`src/rtl/pipe_ctrl_pkg.sv`:
```
// Shared definitions for the pipeline stall/flush controller: FSM encoding,
// divide-stall defaults, boot PC and stage indexing helpers.
package pipe_ctrl_pkg;

    typedef enum logic [1:0] {
        StRun       = 2'd0,
        StFlushPend = 2'd1,
        StRefill    = 2'd2
    } state_e;

    localparam int unsigned DivCyclesDefault = 32;
    localparam int unsigned DivCntWidth      = 6;
    localparam logic [31:0] BootPc           = 32'hbfc0_0000;

    // Stage registers in pipeline order; bit i of a stage vector is register i.
    localparam int unsigned NumStages = 7;
    localparam int unsigned StgPc     = 0;
    localparam int unsigned StgPf     = 1;
    localparam int unsigned StgIf     = 2;
    localparam int unsigned StgId     = 3;
    localparam int unsigned StgEx     = 4;
    localparam int unsigned StgMem1   = 5;
    localparam int unsigned StgMem2   = 6;

    typedef logic [NumStages-1:0] stage_vec_t;

    function automatic stage_vec_t stage_bit(int unsigned stg);
        stage_vec_t v;
        v = '0;
        v[stg] = 1'b1;
        return v;
    endfunction

    // Registers upstream of stg (exclusive): these hold while stg takes a bubble.
    function automatic stage_vec_t upstream_of(int unsigned stg);
        stage_vec_t v;
        v = '0;
        for (int unsigned i = 0; i < NumStages; i++) begin
            if (i < stg) v[i] = 1'b1;
        end
        return v;
    endfunction

endpackage

```
`src/rtl/pipe_ctrl_if.sv`:
```
// Stall sources in, per-stage write enables and flushes out.
// slave = controller side, master = pipeline side.
interface pipe_ctrl_if;

    logic icache_busy;
    logic dcache_busy;
    logic load_use;
    logic div_start;
    logic exc_req;

    logic PC_Wr;
    logic PF_IFWr;
    logic IF_IDWr;
    logic ID_EXWr;
    logic EX_MEM1Wr;
    logic MEM1_MEM2Wr;
    logic MEM2_WBWr;

    logic PC_Flush;
    logic PF_Flush;
    logic IF_Flush;
    logic ID_Flush;
    logic EX_Flush;
    logic MEM1_Flush;
    logic MEM2_Flush;

    logic div_busy;

    modport master (
        output icache_busy, dcache_busy, load_use, div_start, exc_req,
        input  PC_Wr, PF_IFWr, IF_IDWr, ID_EXWr, EX_MEM1Wr, MEM1_MEM2Wr, MEM2_WBWr,
        input  PC_Flush, PF_Flush, IF_Flush, ID_Flush, EX_Flush, MEM1_Flush, MEM2_Flush,
        input  div_busy
    );

    modport slave (
        input  icache_busy, dcache_busy, load_use, div_start, exc_req,
        output PC_Wr, PF_IFWr, IF_IDWr, ID_EXWr, EX_MEM1Wr, MEM1_MEM2Wr, MEM2_WBWr,
        output PC_Flush, PF_Flush, IF_Flush, ID_Flush, EX_Flush, MEM1_Flush, MEM2_Flush,
        output div_busy
    );

endinterface

```
`src/rtl/div_stall_cnt.sv`:
```
// Divide stall counter: loads DIV_CYCLES on start, counts down unless held,
// and is wiped by an exception flush.
module div_stall_cnt
    import pipe_ctrl_pkg::*;
#(
    parameter int unsigned DIV_CYCLES = DivCyclesDefault
) (
    input  logic clk,
    input  logic rst,
    input  logic start,
    input  logic hold,
    input  logic clear,
    output logic busy
);

    localparam logic [DivCntWidth-1:0] LoadVal = DivCntWidth'(DIV_CYCLES);

    logic [DivCntWidth-1:0] div_cnt_q, div_cnt_d;

    // clear wins over start so a divide issued alongside a flush is dropped.
    always_comb begin
        div_cnt_d = div_cnt_q;
        if (clear) begin
            div_cnt_d = '0;
        end else if (!hold) begin
            if (start) begin
                div_cnt_d = LoadVal;
            end else if (div_cnt_q != '0) begin
                div_cnt_d = div_cnt_q - 1'b1;
            end
        end
    end

    always_ff @(posedge clk) begin
        if (rst) begin
            div_cnt_q <= '0;
        end else begin
            div_cnt_q <= div_cnt_d;
        end
    end

    assign busy = (div_cnt_q != '0);

endmodule

```
`src/rtl/pipe_ctrl.sv`:
```
// Pipeline hazard controller: prioritises exception flush, data-cache freeze,
// divide stall, load-use and fetch stalls into per-stage write/flush strobes.
module pipe_ctrl
    import pipe_ctrl_pkg::*;
#(
    parameter int unsigned DIV_CYCLES = DivCyclesDefault
) (
    input  logic          clk,
    input  logic          rst,
    pipe_ctrl_if.slave    pipe_io
);

    state_e     state_q, state_d;
    stage_vec_t wr, fl;
    logic       flush_now;
    logic       div_clear;
    logic       div_cnt_busy;

    // A pending flush fires the first cycle the data side is free; REFILL
    // ignores exc_req because MEM1 still holds the already-flushed instruction.
    assign flush_now = !pipe_io.dcache_busy &&
                       ((state_q == StRun && pipe_io.exc_req) || state_q == StFlushPend);

    always_comb begin
        state_d = state_q;
        unique case (state_q)
            StRun: begin
                if (pipe_io.exc_req) begin
                    state_d = pipe_io.dcache_busy ? StFlushPend : StRefill;
                end
            end
            StFlushPend: begin
                if (!pipe_io.dcache_busy) state_d = StRefill;
            end
            StRefill: state_d = StRun;
            default:  state_d = StRun;
        endcase
    end

    always_ff @(posedge clk) begin
        if (rst) begin
            state_q <= StRun;
        end else begin
            state_q <= state_d;
        end
    end

    always_comb begin
        wr        = '1;
        fl        = '0;
        div_clear = 1'b0;
        if (rst) begin
            wr = '0;
            fl = '1;
        end else if (flush_now) begin
            // PC redirects; PF..EX squashed; MEM1/MEM2 carry the excepting op out.
            fl        = stage_bit(StgPf) | stage_bit(StgIf) | stage_bit(StgId) | stage_bit(StgEx);
            wr        = ~fl;
            div_clear = 1'b1;
        end else if (pipe_io.dcache_busy) begin
            wr = '0;
        end else if (div_cnt_busy) begin
            fl = stage_bit(StgEx);
            wr = ~(fl | upstream_of(StgEx));
        end else if (pipe_io.load_use) begin
            fl = stage_bit(StgId);
            wr = ~(fl | upstream_of(StgId));
        end else if (pipe_io.icache_busy) begin
            fl = stage_bit(StgIf);
            wr = ~(fl | upstream_of(StgIf));
        end
    end

    div_stall_cnt #(
        .DIV_CYCLES (DIV_CYCLES)
    ) u_div_stall_cnt (
        .clk   (clk),
        .rst   (rst),
        .start (pipe_io.div_start),
        .hold  (pipe_io.dcache_busy),
        .clear (div_clear),
        .busy  (div_cnt_busy)
    );

    assign pipe_io.div_busy    = div_cnt_busy & ~rst;

    assign pipe_io.PC_Wr       = wr[StgPc];
    assign pipe_io.PF_IFWr     = wr[StgPf];
    assign pipe_io.IF_IDWr     = wr[StgIf];
    assign pipe_io.ID_EXWr     = wr[StgId];
    assign pipe_io.EX_MEM1Wr   = wr[StgEx];
    assign pipe_io.MEM1_MEM2Wr = wr[StgMem1];
    assign pipe_io.MEM2_WBWr   = wr[StgMem2];

    assign pipe_io.PC_Flush    = fl[StgPc];
    assign pipe_io.PF_Flush    = fl[StgPf];
    assign pipe_io.IF_Flush    = fl[StgIf];
    assign pipe_io.ID_Flush    = fl[StgId];
    assign pipe_io.EX_Flush    = fl[StgEx];
    assign pipe_io.MEM1_Flush  = fl[StgMem1];
    assign pipe_io.MEM2_Flush  = fl[StgMem2];

    no_wr_and_flush: assert property (@(posedge clk) disable iff (rst) (wr & fl) == '0);
    no_tail_flush: assert property (@(posedge clk) disable iff (rst)
        !fl[StgPc] && !fl[StgMem1] && !fl[StgMem2]);

endmodule

```
`src/flat_wrapper.sv`:
```
// flat-port wrapper written by rule: the top's interface ports become plain ports
module pipe_ctrl_flat import pipe_ctrl_pkg::*;
#(
    parameter int unsigned DIV_CYCLES = DivCyclesDefault
)
  (clk, rst, pipe_io_icache_busy, pipe_io_dcache_busy, pipe_io_load_use, pipe_io_div_start, pipe_io_exc_req, pipe_io_PC_Wr, pipe_io_PF_IFWr, pipe_io_IF_IDWr, pipe_io_ID_EXWr, pipe_io_EX_MEM1Wr, pipe_io_MEM1_MEM2Wr, pipe_io_MEM2_WBWr, pipe_io_PC_Flush, pipe_io_PF_Flush, pipe_io_IF_Flush, pipe_io_ID_Flush, pipe_io_EX_Flush, pipe_io_MEM1_Flush, pipe_io_MEM2_Flush, pipe_io_div_busy);
  pipe_ctrl_if pipe_io_i ();
  input  logic clk;
  input  logic rst;
  input wire logic [$bits(pipe_io_i.icache_busy)-1:0] pipe_io_icache_busy;
  input wire logic [$bits(pipe_io_i.dcache_busy)-1:0] pipe_io_dcache_busy;
  input wire logic [$bits(pipe_io_i.load_use)-1:0] pipe_io_load_use;
  input wire logic [$bits(pipe_io_i.div_start)-1:0] pipe_io_div_start;
  input wire logic [$bits(pipe_io_i.exc_req)-1:0] pipe_io_exc_req;
  output wire logic [$bits(pipe_io_i.PC_Wr)-1:0] pipe_io_PC_Wr;
  output wire logic [$bits(pipe_io_i.PF_IFWr)-1:0] pipe_io_PF_IFWr;
  output wire logic [$bits(pipe_io_i.IF_IDWr)-1:0] pipe_io_IF_IDWr;
  output wire logic [$bits(pipe_io_i.ID_EXWr)-1:0] pipe_io_ID_EXWr;
  output wire logic [$bits(pipe_io_i.EX_MEM1Wr)-1:0] pipe_io_EX_MEM1Wr;
  output wire logic [$bits(pipe_io_i.MEM1_MEM2Wr)-1:0] pipe_io_MEM1_MEM2Wr;
  output wire logic [$bits(pipe_io_i.MEM2_WBWr)-1:0] pipe_io_MEM2_WBWr;
  output wire logic [$bits(pipe_io_i.PC_Flush)-1:0] pipe_io_PC_Flush;
  output wire logic [$bits(pipe_io_i.PF_Flush)-1:0] pipe_io_PF_Flush;
  output wire logic [$bits(pipe_io_i.IF_Flush)-1:0] pipe_io_IF_Flush;
  output wire logic [$bits(pipe_io_i.ID_Flush)-1:0] pipe_io_ID_Flush;
  output wire logic [$bits(pipe_io_i.EX_Flush)-1:0] pipe_io_EX_Flush;
  output wire logic [$bits(pipe_io_i.MEM1_Flush)-1:0] pipe_io_MEM1_Flush;
  output wire logic [$bits(pipe_io_i.MEM2_Flush)-1:0] pipe_io_MEM2_Flush;
  output wire logic [$bits(pipe_io_i.div_busy)-1:0] pipe_io_div_busy;
  assign pipe_io_i.icache_busy = pipe_io_icache_busy;
  assign pipe_io_i.dcache_busy = pipe_io_dcache_busy;
  assign pipe_io_i.load_use = pipe_io_load_use;
  assign pipe_io_i.div_start = pipe_io_div_start;
  assign pipe_io_i.exc_req = pipe_io_exc_req;
  assign pipe_io_PC_Wr = pipe_io_i.PC_Wr;
  assign pipe_io_PF_IFWr = pipe_io_i.PF_IFWr;
  assign pipe_io_IF_IDWr = pipe_io_i.IF_IDWr;
  assign pipe_io_ID_EXWr = pipe_io_i.ID_EXWr;
  assign pipe_io_EX_MEM1Wr = pipe_io_i.EX_MEM1Wr;
  assign pipe_io_MEM1_MEM2Wr = pipe_io_i.MEM1_MEM2Wr;
  assign pipe_io_MEM2_WBWr = pipe_io_i.MEM2_WBWr;
  assign pipe_io_PC_Flush = pipe_io_i.PC_Flush;
  assign pipe_io_PF_Flush = pipe_io_i.PF_Flush;
  assign pipe_io_IF_Flush = pipe_io_i.IF_Flush;
  assign pipe_io_ID_Flush = pipe_io_i.ID_Flush;
  assign pipe_io_EX_Flush = pipe_io_i.EX_Flush;
  assign pipe_io_MEM1_Flush = pipe_io_i.MEM1_Flush;
  assign pipe_io_MEM2_Flush = pipe_io_i.MEM2_Flush;
  assign pipe_io_div_busy = pipe_io_i.div_busy;
  pipe_ctrl #(.DIV_CYCLES(DIV_CYCLES)) u_core (.clk(clk), .rst(rst), .pipe_io(pipe_io_i));
endmodule
```
`config.mk`:
```
export PLATFORM = sky130hd
export DESIGN_NAME = pipe_ctrl_flat
export DESIGN_NICKNAME = d
export VERILOG_FILES = /design/src/rtl/pipe_ctrl_pkg.sv /design/src/rtl/pipe_ctrl_if.sv /design/src/rtl/div_stall_cnt.sv /design/src/rtl/pipe_ctrl.sv /design/src/flat_wrapper.sv
export SDC_FILE = /design/constraint.sdc
export NUM_CORES = 1
export LEC_CHECK = 0
export BUFFER_PORTS_ARGS = -buffer_cell sky130_fd_sc_hd__clkbuf_2
export CORE_AREA = 2 2 39 41
export DETAILED_ROUTE_END_ITERATION = 8
export DIE_AREA = 0 0 41 43
export PLACE_DENSITY = 0.68
export SLEW_MARGIN = 15
export SYNTH_ARGS = -nofsm -noshare
export SYNTH_HDL_FRONTEND = slang
export SYNTH_SLANG_ARGS = --single-unit
```
`constraint.sdc`:
```
create_clock -name clk -period 2 [get_ports clk]
set_input_delay 0 -clock clk [delete_from_list [all_inputs] [get_ports clk]]
set_output_delay 0 -clock clk [all_outputs]
set_load 0.005 [all_outputs]
```
==> results of run 1 <==
-- power groups by stage --
stage                     logic [W]  clock network [W]  registers (W)
after detailed placement   0.000125                  0       0.000178
after global routing       0.000159           0.000143       0.000177
after global placement     0.000123                  0       0.000178
after floorplan           0.0000858                  0       0.000176
after CTS                  0.000132           0.000128       0.000175
final                      0.000142           0.000124       0.000176
-- routing by layer --
layer	track usage (%)	wire, um	part of all wire, %
met5	0	0	0
met4	13.33	39	3.2
met3	3.141	87	7.1
met2	20.63	532	44
met1	20.32	563	46
-- synthesized netlist by cell type (all sizes together) (3+ instances only) --
library cell	number	area share [%]
a21oi	6	6.4
o21ai	4	3.8
or4	4	6.4
dfxtp	8	30
or2	3	3.6
nor2	3	2.1
inv	4	2.8
buf	5	7.1
nor3	4	3.8
-- final timing paths --
check,end,cells past startpoint,start
max,pipe_io_PC_Wr,6,u_core.u_div_stall_cnt.div_cnt_q[1]$_SDFFE_PP0P_
min,u_core.state_q[0]$_SDFFE_PP0P_,2,rst
min reg2reg,u_core.u_div_stall_cnt.div_cnt_q[1]$_SDFFE_PP0P_,2,u_core.u_div_stall_cnt.div_cnt_q[1]$_SDFFE_PP0P_
max reg2reg,u_core.u_div_stall_cnt.div_cnt_q[4]$_SDFFE_PP0P_,5,u_core.u_div_stall_cnt.div_cnt_q[1]$_SDFFE_PP0P_
-- worst reg2reg max path: stages, from the launching register on --
cell and delay (ns):
dfxtp_2 0.33, inv_2 0.07, ha_4 0.14, or3b_4 0.41, or4b_1 0.47, a21oi_1 0.12
-- state kept, by name, indices dropped and copies added, names as in the netlist --
signal	flops
u_core.state_q	2
u_core.u_div_stall_cnt.div_cnt_q	6
-- timing repair --
action	CTS	global route
hold buffers	0	0
buffers inserted	0	3
pin swaps	0	2
gates resized for setup	5	4
setup endpoints to repair	3	3
-- cell type report --
cell class | instances | share of cell area, %
Tap cell | 16 | 2.883
Clock buffer | 3 | 3.243
Multi-Input combinational cell | 47 | 48.83
Inverter | 4 | 2.162
Sequential cell | 8 | 23.42
Timing Repair Buffer | 25 | 19.46
-- stage by stage --
stage	std cells	utilization [%]
finish	103	50.18
global route	103	50.18
CTS	100	47.74
detailed placement	97	44.76
global placement	97	44.76
floorplan	65	-
-- cell families (layout without fill, tap and decap cells) --
| kind of cell | Yosys count | in the layout | share of synthesized area (%) |
|---|---|---|---|
| AO/OA/AOI/OAI | 20 | 20 | 24.88 |
| flip-flops | 8 | 8 | 30.33 |
| buffers and inverters | 10 | 32 | 10.66 |
| AND/OR/NAND/NOR | 25 | 25 | 29.86 |
| adder cells (fa/ha/maj) | 1 | 1 | 2.369 |
| multiplexers | 1 | 1 | 1.896 |
==> flow_summary.ini, run 1 <==
[place]
gp_congestion = 0.8658
io_buffers = 21
dpl_cell_area_um2 = 619.3
dp_worst_setup_slack_ns = 0.1983
dp_hpwl_um = 917.3

[flow_run]
maxCapViolations = 0

[floorplanning]
row_count = 14
ios = 22
fp.dieW_um = 41
core_area_mm2 = 0.001384
die_area_mm2 = 0.001763
die_h_um = 43
start_util_pct = 38.16

[clock_tree]
clkLatencyLatePin_ns = 0.26
clkSinkCount = 8
clockRootBuffer = clkbuf_4
clk_pin_slew_worst_paths_ns = 0.06
htree_num_levels = 1
clk_path_buf_depth = 2
cts_made_buffers = 3
cts_tree = yes

[pwr]
p_per_area_mw_per_mm2 = 636.8
vdd.ir_drop.worst_mv = 0.3618
power_frac_seq_pct = 39.8
p_sw_share_pct = 30.80
p_leak_nw = 0.3015
p_switching_w = 0.0001362
finalPower_w = 0.0004422
combPwrFrac_pct = 32.2
internal_power_w = 0.0003060
p_clk_share_pct = 28.0

[sta]
fin_crit_sh_pct = 96.57
tightest_slew_ns = 0.5178
hold_violations = 0
relSlewSlack_pct = 65.16
grt_setup_unrepaired = yes
skew_ns = 0.009755
layout_setup_ws_ns = 0.06864
final.min_clock_period_ns = 1.931
setup_viol = 0
slew_viol_final = 0
holdWs_ns = 0.02979
tns_ns = 0
fmax_mhz = 517.8

[critical_path]
r2r_slack_ns = 0.38
crit_family = simple AND/OR/NAND/NOR gates
critPathRequiredTime_ns = 2.00
critPathKind = flop to primary output
cp_cell_sequence = inv_2 -> ha_4 -> or3b_4 -> or4_4 -> a21oi_2 -> buf_2
worstPathArrival_ns = 1.93
critPathSlowestCell = or4_4
critPathMaxStageDelay_ns = 0.49
path_buf_inv = 2
cp-end-kind = primary output
worstSetupStartpointType = flop
critPathMaxFanout = 7

[drt]
drc = 0
drtIter0Drc = 16
drt_pre_antenna_iters = 4
ant_nets = 0
wl_per_cell_um = 11.86
vias = 563
via_per_inst = 5.466
drt_wl_total_um = 1222

[logic_synthesis]
syn_area_um2 = 528.0
synth_fp_nets = 73
syn_avg_cell_area_um2 = 8.123
syn_inst = 65
synth_cell_type_count = 29
synthArstFlopShare_pct = 0
synth-edff-count = 0
ys.flop_type = dfxtp_1
synth_seq_cells = 8
synth-seq-area-share_pct = 30.33
yosysWarnings = 0

[layout]
mostFrequentLayoutCell = clkbuf_2
drive_above_1_share_pct = 47.13
fillers = 134
final_net_count = 97
final_cell_mix = clkbuf_2 (20), dfxtp_1 (6), a21oi_1 (5)
finalInstanceArea_um2 = 694.4
diodes = 0
multi_input_area_um2 = 339.1
syn_to_final_growth_pct = 31.52
seq_area_um2 = 162.7

[grt]
antenna_found_initial = 0
grt_overflow_total = 0
grt_start_max_net_pins = 16
grt_pass1_wl_um = 1856
grt_pass1_vias = 446
gr-usage-all-layers_pct = 15.58

[status]
status = finished, final reports clean

[hold_path]
hp-class = primary input to flop
Power figures use the tool's default switching activity.
==> run 2, diff against run 1 <==
- clock period: 2 -> 2.2 ns (I/O delays scaled with it)
==> run 2 against run 1 <==
Against the previous run:
- utilization down 3.9 points
- clock power shrank 11%
- worst hold slack improved by 0.0066 ns
- clock-buffer cell count unchanged
- via count is 2.3% lower
- sequential cell count unchanged
==> flow_summary.ini, run 2 (synthesized netlist as in run 1, its figures left out) <==
[sta]
tightest_slew_ns = 0.6584
hold_violations = 0
skew_ns = 0.004304
relSlewSlack_pct = 55.81
layout_setup_ws_ns = 0.1273
slew_viol_final = 0
tns_ns = 0
fmax_mhz = 482.5
setup_viol = 0
grt_setup_unrepaired = no
fin_crit_sh_pct = 94.21
final.min_clock_period_ns = 2.073

[drt]
drt_pre_antenna_iters = 4
drc = 0
via_per_inst = 5.556
ant_nets = 0
wl_per_cell_um = 10.92
vias = 550
drt_wl_total_um = 1081
drtIter0Drc = 7

[clock_tree]
clk_pin_slew_worst_paths_ns = 0.05
cts_made_buffers = 3
hold_buffers = 0
clockRootBuffer = clkbuf_4
clkSinkCount = 8
cts_setup_buffers = 0
clk_path_buf_depth = 2
post_cts_resized = 0
clkLatencyLatePin_ns = 0.25
htree_num_levels = 1
cts_tree = yes

[critical_path]
critPathRequiredTime_ns = 2.20
critPathSlowestCell = or4_4
rr_endpoint = u_core.u_div_stall_cnt.div_cnt_q[4]$_SDFFE_PP0P_
worstSetupStartpointType = flop
critPathMaxStageDelay_ns = 0.49
critPathMaxFanout = 7
crit_family = simple AND/OR/NAND/NOR gates
ff2ff_path_depth = 5
r2r_slack_ns = 0.47
worstPathArrival_ns = 2.07
cp_cell_sequence = inv_1 -> ha_1 -> or3b_4 -> or4_4 -> a21oi_2 -> clkbuf_2
critPathKind = flop to primary output
path_buf_inv = 2
cp-end-kind = primary output
r2r_start = u_core.u_div_stall_cnt.div_cnt_q[0]$_SDFFE_PP0P_

[flow_run]
maxCapViolations = 0

[layout]
seq_area_um2 = 160.2
diodes = 0
mostFrequentLayoutCell = clkbuf_2
reg.largest.list = u_core.u_div_stall_cnt.div_cnt_q x6, u_core.state_q x2
final_cells = 99
final_net_count = 93
multi_input_area_um2 = 317.8
syn_to_final_growth_pct = 21.33
fillers = 139
largest_reg_flops = 6
final_cell_mix = clkbuf_2 (21), dfxtp_1 (8), a21oi_1 (5)
top_register = u_core.u_div_stall_cnt.div_cnt_q
drive_above_1_share_pct = 38.55

[floorplanning]
start_util_pct = 38.16
row_count = 14
die_h_um = 43
ios = 22
die_area_mm2 = 0.001763
core_area_mm2 = 0.001384
fp.dieW_um = 41

[status]
status = finished, final reports clean

[place]
dp_hpwl_um = 841.5
dp_worst_setup_slack_ns = 0.3835
gp_congestion = 0.8424
dpl.cell_count = 96
io_buffers = 21

[grt]
gr-usage-all-layers_pct = 13.08
antenna_found_initial = 0
grt_pass1_vias = 395
grt_overflow_total = 0
grt_start_max_net_pins = 16
grt_pass1_wl_um = 1559

[hold_path]
hp-class = primary input to flop
worstHoldEndpoint = u_core.state_q[0]$_SDFFE_PP0P_
hp-start = rst
min_path_cells = 2

[pwr]
p_per_area_mw_per_mm2 = 594.8
vdd.ir_drop.worst_mv = 0.3681
p_leak_nw = 0.2788
run 2: where the power goes:
part | total, W | switching, W | leakage [nW] | internal (W)
logic | 0.000112 | 0.0000601 | 0.200 | 0.0000517
clock network | 0.000110 | 0.0000481 | 0.0138 | 0.0000623
registers | 0.000159 | 0.00000612 | 0.0651 | 0.000153
total | 0.000381 | 0.000114 | 0.279 | 0.000267
run 2: final cells by class:
class	count	share of cell area (%)
Sequential cell	8	25.00
Multi-Input combinational cell	47	49.61
Timing Repair Buffer	21	16.41
Clock buffer	3	3.516
Tap cell	16	3.125
Inverter	4	2.344
run 2: worst reg2reg max path, cell delays in order (launching register included):
cell and delay [ns]:
dfxtp_1 0.31, inv_1 0.07, ha_1 0.24, or3b_4 0.44, or4b_1 0.47, a21oi_1 0.12
run 2: stage by stage:
stage               power [W]  util [%]  area [um2]  hold WS (ns)
floorplan           0.0002384         -       528.0       0.01808
global placement    0.0002711     44.21       611.8        0.2609
detailed placement  0.0002717     44.21       611.8        0.2613
CTS                 0.0003851     45.84       634.4       0.03834
global route        0.0004096     46.29       640.6       0.06800
finish              0.0003810     46.29       640.6       0.03637
run 2: worst max-delay path by stage:
| stage | start | endpoint | slack, ns | cells past startpoint |
|---|---|---|---|---|
| detailed placement | u_core.u_div_stall_cnt.div_cnt_q[0]$_SDFFE_PP0P_ | pipe_io_PC_Wr | 0.38 | 6 |
| floorplan | u_core.u_div_stall_cnt.div_cnt_q[0]$_SDFFE_PP0P_ | pipe_io_PF_IFWr | 0.42 | 6 |
| global route | u_core.u_div_stall_cnt.div_cnt_q[0]$_SDFFE_PP0P_ | pipe_io_PC_Wr | 0.01 | 6 |
| finish | u_core.u_div_stall_cnt.div_cnt_q[0]$_SDFFE_PP0P_ | pipe_io_PC_Wr | 0.13 | 6 |
| CTS | u_core.u_div_stall_cnt.div_cnt_q[0]$_SDFFE_PP0P_ | pipe_io_PC_Wr | 0.11 | 6 |
| global placement | u_core.u_div_stall_cnt.div_cnt_q[0]$_SDFFE_PP0P_ | pipe_io_PC_Wr | 0.43 | 6 |
run 2: metal layers:
layer	global-route usage, %	share of wire (%)
met5	0	0
met4	11.33	2.4
met3	1.571	8.2
met2	17.81	41
met1	17.15	49
==> run 3, diff against run 2 <==
- PLACE_DENSITY: 0.68 -> 0.75
==> run 3 against run 2 <==
Against the previous run:
- first-iteration DRC count grew to 3.0 times the previous value
- global-route usage rose by 1.5 points
- clock skew shrank 0.0032 ns
- sequential power hardly changed
- sequential share of layout area did not move
- wire length is 8.0% higher
- fmax up 0.55%
- clock-buffer cell count did not move
- highest routed layer unchanged
==> flow_summary.ini, run 3 (synthesized netlist as in run 1, its figures left out) <==
[grt]
grt_overflow_total = 0
antenna_found_initial = 0
grt_pass1_wl_um = 1752
grt_start_max_net_pins = 16
gr-usage-all-layers_pct = 14.56
grt_pass1_vias = 429

[pwr]
combPwrFrac_pct = 28.9
p_switching_w = 0.0001191
vdd.ir_drop.worst_mv = 0.2665
power_frac_seq_pct = 41.2
p_sw_share_pct = 30.85
p_clk_share_pct = 29.8
p_per_area_mw_per_mm2 = 602.5
internal_power_w = 0.0002669
finalPower_w = 0.0003860
p_leak_nw = 0.2788

[sta]
fin_crit_sh_pct = 93.70
grt_setup_unrepaired = no
tns_ns = 0
slew_viol_final = 0
fmax_mhz = 485.1
relSlewSlack_pct = 56.64
setup_viol = 0
final.min_clock_period_ns = 2.061
skew_ns = 0.001130
tightest_slew_ns = 0.6461
hold_violations = 0

[layout]
diodes = 0
finalInstanceArea_um2 = 640.6
mostFrequentLayoutCell = clkbuf_2
drive_above_1_share_pct = 38.55
final_util_pct = 46.29
fillers = 147
final_cell_mix = clkbuf_2 (21), dfxtp_1 (8), a21oi_1 (5)
top_register = u_core.u_div_stall_cnt.div_cnt_q
seq_area_um2 = 160.2
multi_input_area_um2 = 317.8
final_net_count = 93
largest_reg_flops = 6
syn_to_final_growth_pct = 21.33
reg.largest.list = u_core.u_div_stall_cnt.div_cnt_q x6, u_core.state_q x2

[critical_path]
cp-end-kind = primary output
crit_end = pipe_io_PC_Wr
critPathMaxFanout = 7
cp-startpoint = u_core.u_div_stall_cnt.div_cnt_q[0]$_SDFFE_PP0P_
r2r_slack_ns = 0.47
critPathRequiredTime_ns = 2.20
critPathKind = flop to primary output
worstSetupStartpointType = flop
ff2ff_path_depth = 5
r2r_start = u_core.u_div_stall_cnt.div_cnt_q[0]$_SDFFE_PP0P_
worstPathArrival_ns = 2.06
rr_endpoint = u_core.u_div_stall_cnt.div_cnt_q[4]$_SDFFE_PP0P_

[floorplanning]
die_area_mm2 = 0.001763
row_count = 14
fp.dieW_um = 41
die_h_um = 43
core_area_mm2 = 0.001384
start_util_pct = 38.16
ios = 22

[drt]
vias = 551
wl_per_cell_um = 11.79
drt_pre_antenna_iters = 4
drtIter0Drc = 21
drt_wl_total_um = 1167
ant_nets = 0
drc = 0
via_per_inst = 5.566

[clock_tree]
cts_made_buffers = 3
clk_pin_slew_worst_paths_ns = 0.05
clkSinkCount = 8
clockRootBuffer = clkbuf_4
cts_tree = yes
clkLatencyLatePin_ns = 0.26
clk_path_buf_depth = 2
htree_num_levels = 1

[status]
status = finished, final reports clean

[place]
io_buffers = 21
dp_hpwl_um = 857.1
gp_congestion = 0.7923
dpl_cell_area_um2 = 611.8

[hold_path]
min_path_cells = 2
hp-class = primary input to flop

[flow_run]
maxCapViolations = 0
==> run 3: repair_timing <==
action,CTS,global route
setup buffers,0,0
hold buffers,0,0
gates resized for setup,0,1
endpoints found under the setup margin,0,2
==> run 3: power by group through the flow <==
stage	clock (W)	sequential (W)	combinational [W]
after CTS	0.000120	0.000159	0.000111
after floorplan	0	0.000160	0.0000780
after global placement	0	0.000162	0.000109
final	0.000115	0.000159	0.000112
after global routing	0.000127	0.000160	0.000127
after detailed placement	0	0.000162	0.000110
==> run 3: worst max-delay path, cell delays in order, from the launching register on <==
cell      delay (ns)
dfxtp_1         0.32
inv_1           0.07
ha_1            0.23
or3b_4          0.43
or4_4           0.49
a21oi_2         0.14
clkbuf_2        0.11
==> run 3: metrics by stage <==
| stage | hold slack [ns] | instances | setup WS (ns) |
|---|---|---|---|
| after CTS | 0.03980 | 99 | 0.1088 |
| after global routing | 0.05798 | 99 | 0.03141 |
| after global placement | 0.2629 | 96 | 0.4332 |
| after detailed placement | 0.2696 | 96 | 0.3964 |
| final | 0.03801 | 99 | 0.1386 |
| after floorplan | 0.01808 | 65 | 0.4207 |
==> run 3: layer usage <==
layer  wire [um]  vias to the layer above  part of all wire (%)  GRT usage (%)
met5           0                        -                     0              0
met4          26                        0                   2.2          12.00
met3         103                        3                   8.8          1.571
met2         484                       32                    41          20.00
met1         553                      236                    47          19.29
li1            -                      280                     -              -
==> run 3: how the worst min path moves through the flow <==
stage / startpoint / endpoint / slack, ns
after global routing: rst / u_core.state_q[0]$_SDFFE_PP0P_ / 0.06
after global placement: pipe_io_icache_busy / pipe_io_IF_IDWr / 0.26
final: rst / u_core.state_q[0]$_SDFFE_PP0P_ / 0.04
after floorplan: rst / pipe_io_PC_Wr / 0.02
after detailed placement: pipe_io_icache_busy / pipe_io_PF_IFWr / 0.27
after CTS: rst / u_core.state_q[0]$_SDFFE_PP0P_ / 0.04
==> run 3: cell type report <==
| cell class | instances | area share, % |
|---|---|---|
| Multi-Input combinational cell | 47 | 49.61 |
| Tap cell | 16 | 3.125 |
| Sequential cell | 8 | 25.00 |
| Inverter | 4 | 2.344 |
| Clock buffer | 3 | 3.516 |
| Timing Repair Buffer | 21 | 16.41 |
